$ cat config.mk
export PLATFORM = sky130hd
export DESIGN_NAME = ntt_stage_ctrl_flat
export DESIGN_NICKNAME = d
export VERILOG_FILES = /design/src/rtl/ntt_ctrl_pkg.sv /design/src/rtl/ntt_stage_ctrl_if.sv /design/src/rtl/ntt_ctrl_delay_line.sv /design/src/rtl/ntt_stage_ctrl.sv /design/src/flat_wrapper.sv
export SDC_FILE = /design/constraint.sdc
export NUM_CORES = 1
export LEC_CHECK = 0
export CAP_MARGIN = 20
export CORE_MARGIN = 2
export CORE_UTILIZATION = 55
export DETAILED_ROUTE_END_ITERATION = 8
export PLACE_DENSITY = 0.76
export SLEW_MARGIN = 15
export SYNTH_ARGS = -nofsm -noshare
export SYNTH_HDL_FRONTEND = slang
export SYNTH_SLANG_ARGS = --single-unit
$ cat constraint.sdc
create_clock -name clk -period 2.31 [get_ports clk]
set_clock_uncertainty 0.05 [all_clocks]
set_input_delay 0.462 -clock clk [delete_from_list [all_inputs] [get_ports clk]]
set_output_delay 0.462 -clock clk [all_outputs]
set_load 0.03 [all_outputs]
$ cat src/rtl/ntt_ctrl_pkg.sv
// -----------------------------------------------------------------------------
// ntt_ctrl_pkg
// Shared definitions for the NTT stage sequencer: the sequencer state encoding
// and the default pass geometry (N = 1024: 10 stages of 64 16-point groups).
// No ports; imported by the interface, the top and its sub-module.
// -----------------------------------------------------------------------------
package ntt_ctrl_pkg;

    localparam int DEF_NUM_STAGE        = 10;
    localparam int DEF_GROUPS_PER_STAGE = 64;
    localparam int DEF_PE_LAT           = 6;
    localparam int DEF_DRAIN_CYC        = 8;
    localparam int DEF_TIMEOUT          = 1023;
    localparam int DEF_D_WIDTH          = 5;

    typedef enum logic [2:0] {
        ST_IDLE,
        ST_KICK,
        ST_RUN,
        ST_DRAIN,
        ST_DONE
    } state_t;

endpackage

$ cat src/rtl/ntt_stage_ctrl_if.sv
// -----------------------------------------------------------------------------
// ntt_stage_ctrl_if
// Bundles the host handshake, the AGU-path handshake and the memory-side
// controls of the NTT stage sequencer.
//   master : the sequencer (drives agu_enable, rd_en, wr_en, mem_sel,
//            stage_idx, busy, done, err; receives start and the AGU signals)
//   slave  : the surrounding host/AGU side (the mirror image)
// -----------------------------------------------------------------------------
interface ntt_stage_ctrl_if
    import ntt_ctrl_pkg::*;
#(
    parameter int D_WIDTH = DEF_D_WIDTH
);

    logic               start;
    logic               agu_bn_ma_out_en;
    logic               agu_done_out;
    logic [D_WIDTH-1:0] agu_l;
    logic               agu_enable;
    logic               rd_en;
    logic               wr_en;
    logic               mem_sel;
    logic [D_WIDTH-1:0] stage_idx;
    logic               busy;
    logic               done;
    logic               err;

    modport master (
        input  start, agu_bn_ma_out_en, agu_done_out, agu_l,
        output agu_enable, rd_en, wr_en, mem_sel, stage_idx, busy, done, err
    );

    modport slave (
        output start, agu_bn_ma_out_en, agu_done_out, agu_l,
        input  agu_enable, rd_en, wr_en, mem_sel, stage_idx, busy, done, err
    );

endinterface

$ cat src/rtl/ntt_ctrl_delay_line.sv
// -----------------------------------------------------------------------------
// ntt_ctrl_delay_line
// DEPTH-deep 1-bit shift register with asynchronous active-low clear. Turns
// the bank read strobe into the butterfly write-back strobe.
//   clk    in  rising-edge clock
//   rst_n  in  asynchronous active-low clear (flushes in-flight writes)
//   i_din  in  strobe entering the pipeline
//   o_dout out i_din delayed DEPTH cycles
//   o_busy out any strobe still in flight (including o_dout)
// -----------------------------------------------------------------------------
module ntt_ctrl_delay_line
    import ntt_ctrl_pkg::*;
#(
    parameter int DEPTH = DEF_PE_LAT
) (
    input  logic clk,
    input  logic rst_n,
    input  logic i_din,
    output logic o_dout,
    output logic o_busy
);

    logic [DEPTH-1:0] r_sr;

    generate
        if (DEPTH == 1) begin : g_single
            always_ff @(posedge clk or negedge rst_n) begin
                if (!rst_n) r_sr <= '0;
                else        r_sr <= i_din;
            end
        end else begin : g_multi
            always_ff @(posedge clk or negedge rst_n) begin
                if (!rst_n) r_sr <= '0;
                else        r_sr <= {r_sr[DEPTH-2:0], i_din};
            end
        end
    endgenerate

    assign o_dout = r_sr[DEPTH-1];
    assign o_busy = |r_sr;

endmodule

$ cat src/rtl/ntt_stage_ctrl.sv
// -----------------------------------------------------------------------------
// ntt_stage_ctrl
// Pass-level sequencer for the NTT address-generation path. Runs NUM_STAGE
// stages; each stage kicks the AGU, counts the groups it emits, waits for its
// end-of-stage pulse and drains the butterfly pipeline before the next stage.
//   clk      in  rising-edge clock
//   rst_n    in  asynchronous active-low reset (aborts a pass, no done pulse)
//   ctrl_bus     ntt_stage_ctrl_if.master:
//            start, agu_bn_ma_out_en, agu_done_out, agu_l  (inputs)
//            agu_enable, rd_en, wr_en, mem_sel, stage_idx,
//            busy, done, err                               (outputs)
// -----------------------------------------------------------------------------
module ntt_stage_ctrl
    import ntt_ctrl_pkg::*;
#(
    parameter int NUM_STAGE        = DEF_NUM_STAGE,
    parameter int GROUPS_PER_STAGE = DEF_GROUPS_PER_STAGE,
    parameter int PE_LAT           = DEF_PE_LAT,
    parameter int DRAIN_CYC        = DEF_DRAIN_CYC,
    parameter int TIMEOUT          = DEF_TIMEOUT,
    parameter int D_WIDTH          = DEF_D_WIDTH
) (
    input  logic              clk,
    input  logic              rst_n,
    ntt_stage_ctrl_if.master  ctrl_bus
);

    // One spare bit lets an over-count be seen instead of wrapping to a match.
    localparam int GC_W = $clog2(GROUPS_PER_STAGE) + 1;
    localparam int TO_W = $clog2(TIMEOUT + 1);
    localparam int DC_W = $clog2(DRAIN_CYC + 1);

    state_t             r_state;
    state_t             w_next_state;
    logic [D_WIDTH-1:0] r_stage_idx;
    logic               r_mem_sel;
    logic               r_busy;
    logic               r_done;
    logic               r_err;
    logic               r_agu_enable;
    logic [GC_W-1:0]    r_group_cnt;
    logic [TO_W-1:0]    r_to_cnt;
    logic [DC_W-1:0]    r_drain_cnt;

    logic               w_rd_en;
    logic               w_wr_en;
    logic               w_pipe_busy;
    logic               w_timeout;
    logic               w_drain_exit;
    logic               w_last_stage;
    logic               w_stage_bad;

    function automatic logic [GC_W-1:0] sat_inc(input logic [GC_W-1:0] v);
        return (&v) ? v : v + GC_W'(1);
    endfunction

    always_ff @(posedge clk or negedge rst_n) begin
        if (!rst_n) r_state <= ST_IDLE;
        else        r_state <= w_next_state;
    end

    always_comb begin
        w_next_state = r_state;
        w_rd_en      = 1'b0;
        w_timeout    = 1'b0;
        w_drain_exit = 1'b0;
        w_last_stage = (r_stage_idx == D_WIDTH'(NUM_STAGE - 1));
        w_stage_bad  = (r_group_cnt != GC_W'(GROUPS_PER_STAGE)) ||
                       (ctrl_bus.agu_l != r_stage_idx);
        case (r_state)
            ST_IDLE: begin
                if (ctrl_bus.start) w_next_state = ST_KICK;
            end
            ST_KICK: begin
                w_next_state = ST_RUN;
            end
            ST_RUN: begin
                w_rd_en   = ctrl_bus.agu_bn_ma_out_en;
                w_timeout = (r_to_cnt == TO_W'(TIMEOUT - 1));
                // A proper end-of-stage wins over a simultaneous timeout.
                if (ctrl_bus.agu_done_out) w_next_state = ST_DRAIN;
                else if (w_timeout)        w_next_state = ST_DONE;
            end
            ST_DRAIN: begin
                // The idle counter only runs once no write is left in flight.
                w_drain_exit = !w_pipe_busy && (r_drain_cnt == DC_W'(DRAIN_CYC - 1));
                if (w_drain_exit) w_next_state = w_last_stage ? ST_DONE : ST_KICK;
            end
            ST_DONE: begin
                w_next_state = ST_IDLE;
            end
            default: w_next_state = ST_IDLE;
        endcase
    end

    always_ff @(posedge clk or negedge rst_n) begin
        if (!rst_n) begin
            r_stage_idx  <= '0;
            r_mem_sel    <= 1'b0;
            r_busy       <= 1'b0;
            r_done       <= 1'b0;
            r_err        <= 1'b0;
            r_agu_enable <= 1'b0;
            r_group_cnt  <= '0;
            r_to_cnt     <= '0;
            r_drain_cnt  <= '0;
        end else begin
            // agu_enable lands in the first RUN cycle; done coincides with DONE.
            r_agu_enable <= (r_state == ST_KICK);
            r_done       <= (w_next_state == ST_DONE);
            case (r_state)
                ST_IDLE: begin
                    if (ctrl_bus.start) begin
                        r_stage_idx <= '0;
                        r_mem_sel   <= 1'b0;
                        r_err       <= 1'b0;
                        r_busy      <= 1'b1;
                    end
                end
                ST_KICK: begin
                    r_group_cnt <= '0;
                    r_to_cnt    <= '0;
                    r_drain_cnt <= '0;
                end
                ST_RUN: begin
                    r_to_cnt <= r_to_cnt + TO_W'(1);
                    if (w_rd_en) r_group_cnt <= sat_inc(r_group_cnt);
                    if (w_timeout && !ctrl_bus.agu_done_out) r_err <= 1'b1;
                end
                ST_DRAIN: begin
                    r_drain_cnt <= w_pipe_busy ? '0 : r_drain_cnt + DC_W'(1);
                    if (w_drain_exit) begin
                        if (w_stage_bad) r_err <= 1'b1;
                        if (!w_last_stage) begin
                            r_stage_idx <= r_stage_idx + D_WIDTH'(1);
                            r_mem_sel   <= ~r_mem_sel;
                        end
                    end
                end
                default: ;
            endcase
            if (w_next_state == ST_DONE) r_busy <= 1'b0;
        end
    end

    ntt_ctrl_delay_line #(
        .DEPTH (PE_LAT)
    ) u_wr_dly (
        .clk    (clk),
        .rst_n  (rst_n),
        .i_din  (w_rd_en),
        .o_dout (w_wr_en),
        .o_busy (w_pipe_busy)
    );

    assign ctrl_bus.agu_enable = r_agu_enable;
    assign ctrl_bus.rd_en      = w_rd_en;
    assign ctrl_bus.wr_en      = w_wr_en;
    assign ctrl_bus.mem_sel    = r_mem_sel;
    assign ctrl_bus.stage_idx  = r_stage_idx;
    assign ctrl_bus.busy       = r_busy;
    assign ctrl_bus.done       = r_done;
    assign ctrl_bus.err        = r_err;

endmodule

$ cat src/flat_wrapper.sv
// flat-port wrapper written by rule: the top's interface ports become plain ports
module ntt_stage_ctrl_flat import ntt_ctrl_pkg::*;
#(
    parameter int NUM_STAGE        = DEF_NUM_STAGE,
    parameter int GROUPS_PER_STAGE = DEF_GROUPS_PER_STAGE,
    parameter int PE_LAT           = DEF_PE_LAT,
    parameter int DRAIN_CYC        = DEF_DRAIN_CYC,
    parameter int TIMEOUT          = DEF_TIMEOUT,
    parameter int D_WIDTH          = DEF_D_WIDTH
)
  (clk, rst_n, ctrl_bus_start, ctrl_bus_agu_bn_ma_out_en, ctrl_bus_agu_done_out, ctrl_bus_agu_l, ctrl_bus_agu_enable, ctrl_bus_rd_en, ctrl_bus_wr_en, ctrl_bus_mem_sel, ctrl_bus_stage_idx, ctrl_bus_busy, ctrl_bus_done, ctrl_bus_err);
  ntt_stage_ctrl_if #(.D_WIDTH(D_WIDTH)) ctrl_bus_i ();
  input  logic clk;
  input  logic rst_n;
  input wire logic [$bits(ctrl_bus_i.start)-1:0] ctrl_bus_start;
  input wire logic [$bits(ctrl_bus_i.agu_bn_ma_out_en)-1:0] ctrl_bus_agu_bn_ma_out_en;
  input wire logic [$bits(ctrl_bus_i.agu_done_out)-1:0] ctrl_bus_agu_done_out;
  input wire logic [$bits(ctrl_bus_i.agu_l)-1:0] ctrl_bus_agu_l;
  output wire logic [$bits(ctrl_bus_i.agu_enable)-1:0] ctrl_bus_agu_enable;
  output wire logic [$bits(ctrl_bus_i.rd_en)-1:0] ctrl_bus_rd_en;
  output wire logic [$bits(ctrl_bus_i.wr_en)-1:0] ctrl_bus_wr_en;
  output wire logic [$bits(ctrl_bus_i.mem_sel)-1:0] ctrl_bus_mem_sel;
  output wire logic [$bits(ctrl_bus_i.stage_idx)-1:0] ctrl_bus_stage_idx;
  output wire logic [$bits(ctrl_bus_i.busy)-1:0] ctrl_bus_busy;
  output wire logic [$bits(ctrl_bus_i.done)-1:0] ctrl_bus_done;
  output wire logic [$bits(ctrl_bus_i.err)-1:0] ctrl_bus_err;
  assign ctrl_bus_i.start = ctrl_bus_start;
  assign ctrl_bus_i.agu_bn_ma_out_en = ctrl_bus_agu_bn_ma_out_en;
  assign ctrl_bus_i.agu_done_out = ctrl_bus_agu_done_out;
  assign ctrl_bus_i.agu_l = ctrl_bus_agu_l;
  assign ctrl_bus_agu_enable = ctrl_bus_i.agu_enable;
  assign ctrl_bus_rd_en = ctrl_bus_i.rd_en;
  assign ctrl_bus_wr_en = ctrl_bus_i.wr_en;
  assign ctrl_bus_mem_sel = ctrl_bus_i.mem_sel;
  assign ctrl_bus_stage_idx = ctrl_bus_i.stage_idx;
  assign ctrl_bus_busy = ctrl_bus_i.busy;
  assign ctrl_bus_done = ctrl_bus_i.done;
  assign ctrl_bus_err = ctrl_bus_i.err;
  ntt_stage_ctrl #(.NUM_STAGE(NUM_STAGE), .GROUPS_PER_STAGE(GROUPS_PER_STAGE), .PE_LAT(PE_LAT), .DRAIN_CYC(DRAIN_CYC), .TIMEOUT(TIMEOUT), .D_WIDTH(D_WIDTH)) u_core (.clk(clk), .rst_n(rst_n), .ctrl_bus(ctrl_bus_i));
endmodule
# Word level (Yosys, flattened, before mapping)
# Index checks and enable logic that the tools add are counted.
[op_classes]
n_addsub = 4
eq_ne = 16
muxes = 30
bitwise_logic = 1
reduce_logical = 18
[ops]
columns = ["operator", "count"]
rows = [
  ["$pmux W10 S2", 1],
  ["$mux W3", 5],
  ["$mux W5", 3],
  ["$mux W7", 2],
  ["$pmux W7 S2", 1],
  ["$mux W1", 12],
  ["$pmux W3 S4", 1],
  ["$add A10 B1 Y10 const B", 1],
  ["$eq A10 B10 Y1 const B", 1],
  ["$pmux W5 S2", 1],
  ["$reduce_bool A2 Y1", 5],
  ["$ne A2 B2 Y1 const B", 4],
  ["$pmux W4 S2", 1],
  ["$add A7 B1 Y7 const B", 1],
  ["$ne A7 B7 Y1 const B", 1],
  ["$reduce_and A7 Y1", 1],
  ["$eq A3 B2 Y1 const B", 2],
  ["$ne A2 B1 Y1 const B", 3],
  ["$reduce_or A6 Y1", 1],
  ["$add A5 B1 Y5 const B", 1],
  ["$eq A5 B4 Y1 const B", 1],
  ["$ne A5 B5 Y1", 1],
  ["$reduce_and A5 Y1", 1],
  ["$add A4 B1 Y4 const B", 1],
  ["15 further kinds", 17],
]
[totals]
register_bits = 40
in_bits = 10
wordCells = 80

# Longest topological paths before layout
# Gate-level depths: netlist of run 1.
[depth]
depth_word = 8
ltp_mapped = 7
mapped_depth_nobuf = 6

# By module
# A second synthesis of run 1 with hierarchy kept.
[hier_totals]
cells_unflattened = 191
area_unflattened_um2 = 2050.7
[by_module_without_submodules]
columns = ["module", "instances", "cells_per_inst", "area_per_inst_um2"]
rows = [
  ["ntt_stage_ctrl", 1, 182, 1886.8],
  ["ntt_ctrl_delay_line", 1, 9, 163.9],
]

# Worst setup path after synthesis of run 1
# OpenSTA, ideal clock, no wires.
[synth_timing]
kind = "register -> register"
from = "register u_core.u_wr_dly.r_sr[5]"
to = "register u_core.r_stage_idx[4], in the netlist u_core.ctrl_bus.stage_idx[4]"
t_arrival_ns = 1.655
slack_ns = 0.528
stages_incl_launch_ff = 5
path_buffers = 0
path_cell_list = "dfrtp_1 nor4_4 nand4_4 or4_1 a21oi_1"
[synth_via]
elab_chain_cells = 6
[synth_lines]
columns = ["element", "line", "rtl"]
rows = [
  ["from (decl)", "ntt_ctrl_delay_line.sv:23", "logic [DEPTH-1:0] r_sr;"],
  ["from (signal assigned)", "ntt_ctrl_delay_line.sv:34", "else r_sr <= {r_sr[DEPTH-2:0], i_din};"],
  ["$reduce_or A6 Y1", "ntt_ctrl_delay_line.sv:40", "assign o_busy = |r_sr;"],
  ["$logic_not A1 Y1", "ntt_stage_ctrl.sv:86", "w_drain_exit = !w_pipe_busy && (r_drain_cnt == DC_W'(DRAIN_CYC - 1));"],
  ["$logic_and A1 B1 Y1", "ntt_stage_ctrl.sv:86", ""],
  ["$mux W1", "ntt_stage_ctrl.sv:70", "case (r_state)"],
  ["$ne A2 B1 Y1 (no source line)", "-", ""],
  ["$reduce_and A4 Y1 (no source line)", "-", ""],
  ["to (signal assigned)", "ntt_stage_ctrl.sv:135", "r_stage_idx <= r_stage_idx + D_WIDTH'(1);"],
  ["to (decl)", "ntt_stage_ctrl.sv:35", "logic [D_WIDTH-1:0] r_stage_idx;"],
]
# No other way between the ends.
# A chain may end at the register's enable or synchronous reset.

# Worst setup path in the final report of run 1
[layout_timing]
from = "register u_core.r_state[0]"
to = "output port ctrl_bus_rd_en"
[layout_via]
elab_chain_cells = 2
[layout_lines]
columns = ["element", "line", "rtl"]
rows = [
  ["from (decl)", "ntt_stage_ctrl.sv:33", "state_t r_state;"],
  ["from (signal assigned)", "ntt_stage_ctrl.sv:59", "else r_state <= w_next_state;"],
  ["$eq A3 B2 Y1", "ntt_stage_ctrl.sv:70", ""],
  ["$mux W1", "ntt_stage_ctrl.sv:70", ""],
  ["to (decl)", "flat_wrapper.sv:20", "output wire logic [$bits(ctrl_bus_i.rd_en)-1:0] ctrl_bus_rd_en;"],
]
# No other way between the ends.

==> impl_metrics.yaml, run 1 <==
outcome:
  run_status: "finished, final reports clean"
place:
  hpwl_um: 3030
  placement.io_buffers: 21
  placed_cells_incl_taps: 253
  place_worst_setup_slack_ps: 291
  gpl.final_weighted_congestion: 0.848
routing:
  dr.first_iter.drc_count: 98
  first_pass_iters: 4
  drtAntennaViolNets: 0
  num_vias: 1590
  routedWlPerCell_um: 15.7
  viasPerCell: 6.12
  drt_wl_total_um: 4090
  detail_route.drc_violations: 0
global_routing:
  grt.total_usage_pct: 22.5
  grt_start_max_net_pins: 41
  vias_in_the_first_global_route: 1536
  antenna_found_initial: 0
  first_pass_grt_wire_length_um: 7060
  grt.overflow.total: 0
sta:
  fmax_mhz: 476
  max-slew-margin-rel_pct: 41.8
  layout_setup_ws_ps: 208
  post-route-min-period_ps: 2100
  report.final.setup_viol: 0
  min_period_over_period_pct: 91.0
  tightestPinTransition_ps: 874
  finalSetupTns_ps: 0
  setup_repair_after_global_routing_missed_its_margin: "false"
  hold_viol: 0
  timing_max_transition_violations_final: 0
die:
  chipHeight_um: 63.7
  pin_count: 22
  rows: 21
  initial_core_util_pct: 57.8
  design.core.area_mm2: 0.00339
  die_area_mm2: 0.00405
  floorplan.die.width_um: 63.7
yosys:
  muxShareOfSynthArea_pct: 0.511
  syn-cell-area_mm2: 0.00196
  yosysSeqAreaShare_pct: 51.1
  yosys.area_share.simple_pct: 21.1
  synth-adder-area-share_pct: 4.47
  count_of_warnings_emitted_by_yosys: 0
  synth-edff-count: 0
  synth_cell_type_count: 44
  main_combinational_cell_family_by_area_after_synthesis: "simple AND/OR/NAND/NOR gates"
  synth_area_in_compound_gates_pct: 17.4
  cell_count_after_synthesis: 186
  yosys_most_used_dff: "dfrtp_1"
  synth-xor-area-share_pct: 2.24
  postSynthAreaPerCell_um2: 10.5
  number_of_flip_flops_and_latches_in_the_synthesized_netlist: 40
  synth_async_sr_flop_share_pct: 100
  mappedNetlistNets: 203
cells_and_area:
  inserted_diodes: 0
  drive_above_1_share_pct: 8.88
  n_fill_cell: 263
  finish.cell_count_without_fillers: 260
  design.final.nets: 231
  areaGrowthSynthToFinish_pct: 16.2
pwr:
  clock_power_share_pct: 16.7
  static-leakage-power_nw: 0.951
  power.share.sequential_pct: 48.4
  p_int_w: 0.00121
  power_spent_charging_and_discharging_nets_w: 0.000770
  worst_ir_drop_vdd_mv: 0.407
  post-layout-total-power_w: 0.00198
  power.share.switching_pct: 38.9
  power_per_cell_area_mw_per_mm2: 870
  combPwrFrac_pct: 34.9
hold_path:
  holdCritPathClass: "in2async"
clock_network:
  cts-root-buf: "clkbuf_4"
  cts_hold_repair.buffers: 0
  cts.repair_timing.setup_buffer_count: 0
  cts_buffer_count: 5
  h-tree-depth: 2
  cts.clk_slew.worst_paths_ps: 120
  cts_tree: "done"
  cts.sinks: 40
  cts_resized: 0
  clk_latency_ps: 340
  clock_tree.buffer_depth: 2
critical_path:
  endpoint_kind: "primary output"
  crit_path_start: "u_core.r_state[0]$_DFF_PN0_"
  critical_path.reg2reg.startpoint: "u_core.u_wr_dly.r_sr[3]$_DFF_PN0_"
  worst_ep_required_time_ps: 1800
  crit_path_max_fanout: 9
  startpoint_types: "flip-flop"
  critPathKind: "reg2out"
  crit_arrival_ps: 1590
flow_run:
  cap_viol_max_count: 0
## layout by cell type, fill, tap and decap left out, types with 2 or more instances in the layout
cell	count
a21oi_1	7
a31oi_1	2
a41o_1	2
and3b_1	2
buf_4	4
clkbuf_4	5
clkdlybuf4s50_1	19
dfrtp_1	40
ha_1	7
inv_1	11
nand2_1	14
nand2b_1	3
nand3_1	13
nand4_1	6
nor2_1	6
nor4_1	2
o211ai_1	3
o21ai_0	22
o22ai_1	2
o311ai_1	2
o31ai_1	6
o41ai_1	2
or3_1	5
or4_1	3
xnor2_1	4
## state kept, by name, summed over array words and instances (netlist names)
signal                      count
u_core.ctrl_bus.mem_sel         1
u_core.ctrl_bus.done            1
u_core.r_group_cnt              7
u_core.r_drain_cnt              4
u_core.ctrl_bus.busy            1
u_core.r_to_cnt                10
u_core.ctrl_bus.agu_enable      1
u_core.u_wr_dly.r_sr            6
u_core.ctrl_bus.stage_idx       5
u_core.r_state                  3
u_core.ctrl_bus.err             1
## area by class of cell
class / count / area (µm²) / area share (%)
well taps: 46 / 57.6 / 2.53
flip-flops and latches: 40 / 1000 / 44.0
repair buffers: 24 / 225 / 9.90
clock buffers: 5 / 37.5 / 1.65
clock inverters: 2 / 12.5 / 0.550
multi-input cells: 131 / 896 / 39.4
inverters: 12 / 45.0 / 1.98
## cells by family after synthesis
logic type / Yosys count
fa+ha+maj: 7
simple gates: 65
compound gates: 53
mux: 1
flops: 40
xor+xnor: 5
buf+inv: 15
## path summary, 6_finish.rpt
path                                                             to  slack [ps]  cells after the start
max                                                  ctrl_bus_rd_en         210                      5
min reg2reg                       u_core.u_wr_dly.r_sr[2]$_DFF_PN0_         360                      0
max in group asynchronous            u_core.r_to_cnt[9]$_DFFE_PN0P_        1490                      1
min                               u_core.r_drain_cnt[2]$_DFFE_PN0P_         170                      1
min in group clk                  u_core.u_wr_dly.r_sr[2]$_DFF_PN0_         360                      0
max reg2reg                u_core.ctrl_bus.stage_idx[4]$_DFFE_PN0P_         430                      4
## power by group through the flow
stage | clock, W | sequential [W] | combinational (W)
2_1_floorplan | 0 | 0.00102 | 0.000383
3_3_place_gp | 0 | 0.000956 | 0.000652
3_5_place_dp | 0 | 0.000969 | 0.000690
4_1_cts | 0.000346 | 0.000957 | 0.000694
5_1_grt | 0.000374 | 0.000981 | 0.000758
6_report | 0.000331 | 0.000957 | 0.000691
## Yosys cell counts, drive strengths merged, types with 2 or more instances
cell type,number,area (µm²)
buf,2,12.5
dfrtp,40,1000
nand3,13,65.1
a21oi,7,35.0
ha,7,87.6
o21ai,22,110
nor2,6,22.5
or4,3,22.5
xnor2,4,35.0
o31ai,6,45.0
o311ai,3,26.3
o41ai,3,33.8
o211ai,3,22.5
o22ai,2,12.5
nor4,3,33.8
nand4,7,58.8
and3b,2,17.5
nand2b,3,18.8
a41o,2,20.0
nand2,14,52.6
or3,5,31.3
inv,12,45.0
a31oi,2,12.5
## metal layers
metal	vias to the layer above	track usage, %	routed length (µm)
met5	-	0	0
met4	0	8.97	53
met3	7	4.46	104
met2	29	39.5	2200
met1	804	26.9	1730
li1	750	-	-
## per-stage QoR
step	instance area (µm²)	util (%)	hold WS, ps
detailed placement	2220	65.6	333
floorplan	1960	-	116
global route	2270	67.1	219
global placement	2220	65.6	312
CTS	2270	67.1	190
finish	2270	67.1	172
## worst max-delay path, cell delays in order (launching register included)
cell and delay [ps]:
dfrtp_1 510, nor3b_4 250, buf_4 190, nand2_1 70, inv_1 70, buf_4 150
Power figures use the tool's default switching activity.
==> run 2, diff against run 1 <==
--- a/config.mk
+++ b/config.mk
@@ -6,7 +6,7 @@
 export NUM_CORES = 1
 export LEC_CHECK = 0
 export CAP_MARGIN = 20
-export CORE_MARGIN = 2
+export CORE_MARGIN = 3
 export CORE_UTILIZATION = 55
 export DETAILED_ROUTE_END_ITERATION = 8
 export PLACE_DENSITY = 0.76
==> run 2 against run 1 <==
  * Power rose by 6.2%
  * Critical path depth down 4
  * Critical path type unchanged
  * Worst setup slack better by 15 ps
  * Sequential power hardly changed
  * First-iteration DRC count is 18% higher
  * Via count shrank 0.57%
  * Combinational power grew 1%
  * Sequential share of layout area decreased by 0.97 points
  * Routed wire length is 3.9% higher
  * Utilization increased by 1.5 points
==> impl_metrics.yaml, run 2 (synthesized netlist as in run 1, its figures left out) <==
place:
  gpl.final_weighted_congestion: 0.808
  placed_cells_incl_taps: 255
  place_worst_setup_slack_ps: 290
  hpwl_um: 3170
  placement.io_buffers: 21
die:
  pin_count: 22
  initial_core_util_pct: 57.8
  floorplan.die.width_um: 65.7
  die_area_mm2: 0.00431
  chipHeight_um: 65.7
  rows: 21
  design.core.area_mm2: 0.00339
pwr:
  worst_ir_drop_vdd_mv: 0.441
  power_per_cell_area_mw_per_mm2: 904
  static-leakage-power_nw: 0.980
global_routing:
  grt.overflow.total: 0
  grt_use_met2_pct: 38.7
  grt.met3_usage_pct: 4.44
  gr-max-usage-layer: "met2"
  grt.total_usage_pct: 22.8
  grt.met1_usage_pct: 28.3
  antenna_found_initial: 0
  grt_start_max_net_pins: 19
  first_pass_grt_wire_length_um: 7540
  vias_in_the_first_global_route: 1652
routing:
  detail_route.drc_violations: 0
  viasPerCell: 5.99
  dr.first_iter.drc_count: 116
  first_pass_iters: 4
  num_vias: 1581
  routedWlPerCell_um: 16.1
  drt_wl_total_um: 4250
  drtAntennaViolNets: 0
critical_path:
  chain_of_cells_forming_the_critical_path: "clkdlybuf4s50_1"
  startpoint_types: "flip-flop"
  worst_path_max_delay_cell: "clkdlybuf4s50_1"
  reg2reg_to: "u_core.ctrl_bus.stage_idx[4]$_DFFE_PN0P_"
  critical_path.reg2reg.startpoint: "u_core.u_wr_dly.r_sr[3]$_DFF_PN0_"
  worst_path_dominant_cell_family: "buffers and inverters"
  r2r_cells: 4
  cpPeakStageDelay_ps: 720
  crit_arrival_ps: 1570
  critPathKind: "reg2out"
  r2r_setup_slack_ps: 420
  worst_ep_required_time_ps: 1800
  critical_path.n_buffers_inverters: 1
  crit_path_max_fanout: 7
  endpoint_kind: "primary output"
clock_network:
  h-tree-depth: 2
  cts.repair_timing.setup_buffer_count: 0
  cts-root-buf: "clkbuf_4"
  cts_buffer_count: 5
  clock_tree.buffer_depth: 2
  cts.clk_slew.worst_paths_ps: 110
  clk_latency_ps: 340
  cts_tree: "done"
  cts.sinks: 40
hold_path:
  hold_end: "u_core.u_wr_dly.r_sr[1]$_DFF_PN0_"
  min-delay-start: "u_core.u_wr_dly.r_sr[0]$_DFF_PN0_"
  holdCritPathClass: "reg2reg"
  timing.hold.worst_path_depth: 0
sta:
  hold_viol: 0
  timing_max_transition_violations_final: 0
  min_period_over_period_pct: 90.3
  post-route-min-period_ps: 2090
  max-slew-margin-rel_pct: 65.8
  setup_repair_after_global_routing_missed_its_margin: "false"
  fmax_mhz: 479
  report.final.setup_viol: 0
  tightestPinTransition_ps: 510
  layout_setup_ws_ps: 223
  finalSetupTns_ps: 0
cells_and_area:
  design.final.nets: 234
  most_used_cells_in_the_layout_excluding_fill_and_tap_cells: "40 x dfrtp_1, 22 x o21ai_0, 19 x clkdlybuf4s50_1, 14 x nand2_1, 13 x nand3_1"
  finish.cell_count_without_fillers: 264
  register_name_with_the_most_flops: "u_core.r_to_cnt"
  final_common_cell: "dfrtp_1"
  largestRegisters: "u_core.r_to_cnt x10, u_core.r_group_cnt x7, u_core.u_wr_dly.r_sr x6"
  drive_above_1_share_pct: 9.63
  inserted_diodes: 0
  largest_reg_flops: 10
  areaGrowthSynthToFinish_pct: 18.8
flow_run:
  cap_viol_max_count: 0
outcome:
  run_status: "finished, final reports clean"
==> run 2: cell count changes in the layout (fill, tap and decap cells not counted), sizes merged <==
cell,previous run,this run
buf,5,7
dlygate4sd3,0,1
clkinvlp,1,0
bufinv,0,1
clkbuf,5,6
==> run 2: metal layers <==
metal / vias to the layer above / share of wire [%]
met2: 31 / 52
met3: 12 / 4.1
met1: 782 / 42
met5: - / 0
li1: 756 / -
met4: 0 / 2.1
==> run 2: repair_timing <==
action	in CTS	in global routing
resized for setup	0	0
setup endpoints to repair	0	0
endpoints found under the hold margin	16	0
hold buffers	1	0
==> run 2: cell type report <==
cell class,instances,area (µm²)
clock buffers,6,41.3
fillers,252,1060
flip-flops and latches,40,1000
well taps,46,57.6
repair buffers,27,250
multi-input cells,131,896
inverters,12,45.0
clock inverters,2,35.0
==> run 2: worst max-delay path by stage <==
stage	startpoint	endpoint	slack, ps	cells after the start
final	u_core.ctrl_bus.stage_idx[0]$_DFFE_PN0P_	ctrl_bus_stage_idx[0]	220	1
after global routing	u_core.r_state[0]$_DFF_PN0_	ctrl_bus_rd_en	120	5
after CTS	u_core.r_state[0]$_DFF_PN0_	ctrl_bus_rd_en	210	5
after detailed placement	ctrl_bus_agu_done_out	u_core.ctrl_bus.err$_DFFE_PN0P_	290	4
after global placement	ctrl_bus_agu_done_out	u_core.ctrl_bus.err$_DFFE_PN0P_	340	4
after floorplan	u_core.u_wr_dly.r_sr[5]$_DFF_PN0_	u_core.ctrl_bus.stage_idx[4]$_DFFE_PN0P_	530	4
==> run 2: stage by stage <==
stage               area, µm²  power [W]  hold WS [ps]  utilization (%)
detailed placement       2240    0.00166           318             66.1
floorplan                1960    0.00140           116                -
global route             2330    0.00223           355             68.6
finish                   2330    0.00210           341             68.6
CTS                      2330    0.00211           345             68.6
global placement         2240    0.00161           312             66.1
==> run 2: report_power, final <==
group / internal (W) / switching (W)
Clock: 0.000227 / 0.000221
Sequential: 0.000814 / 0.000143
Combinational: 0.000286 / 0.000412
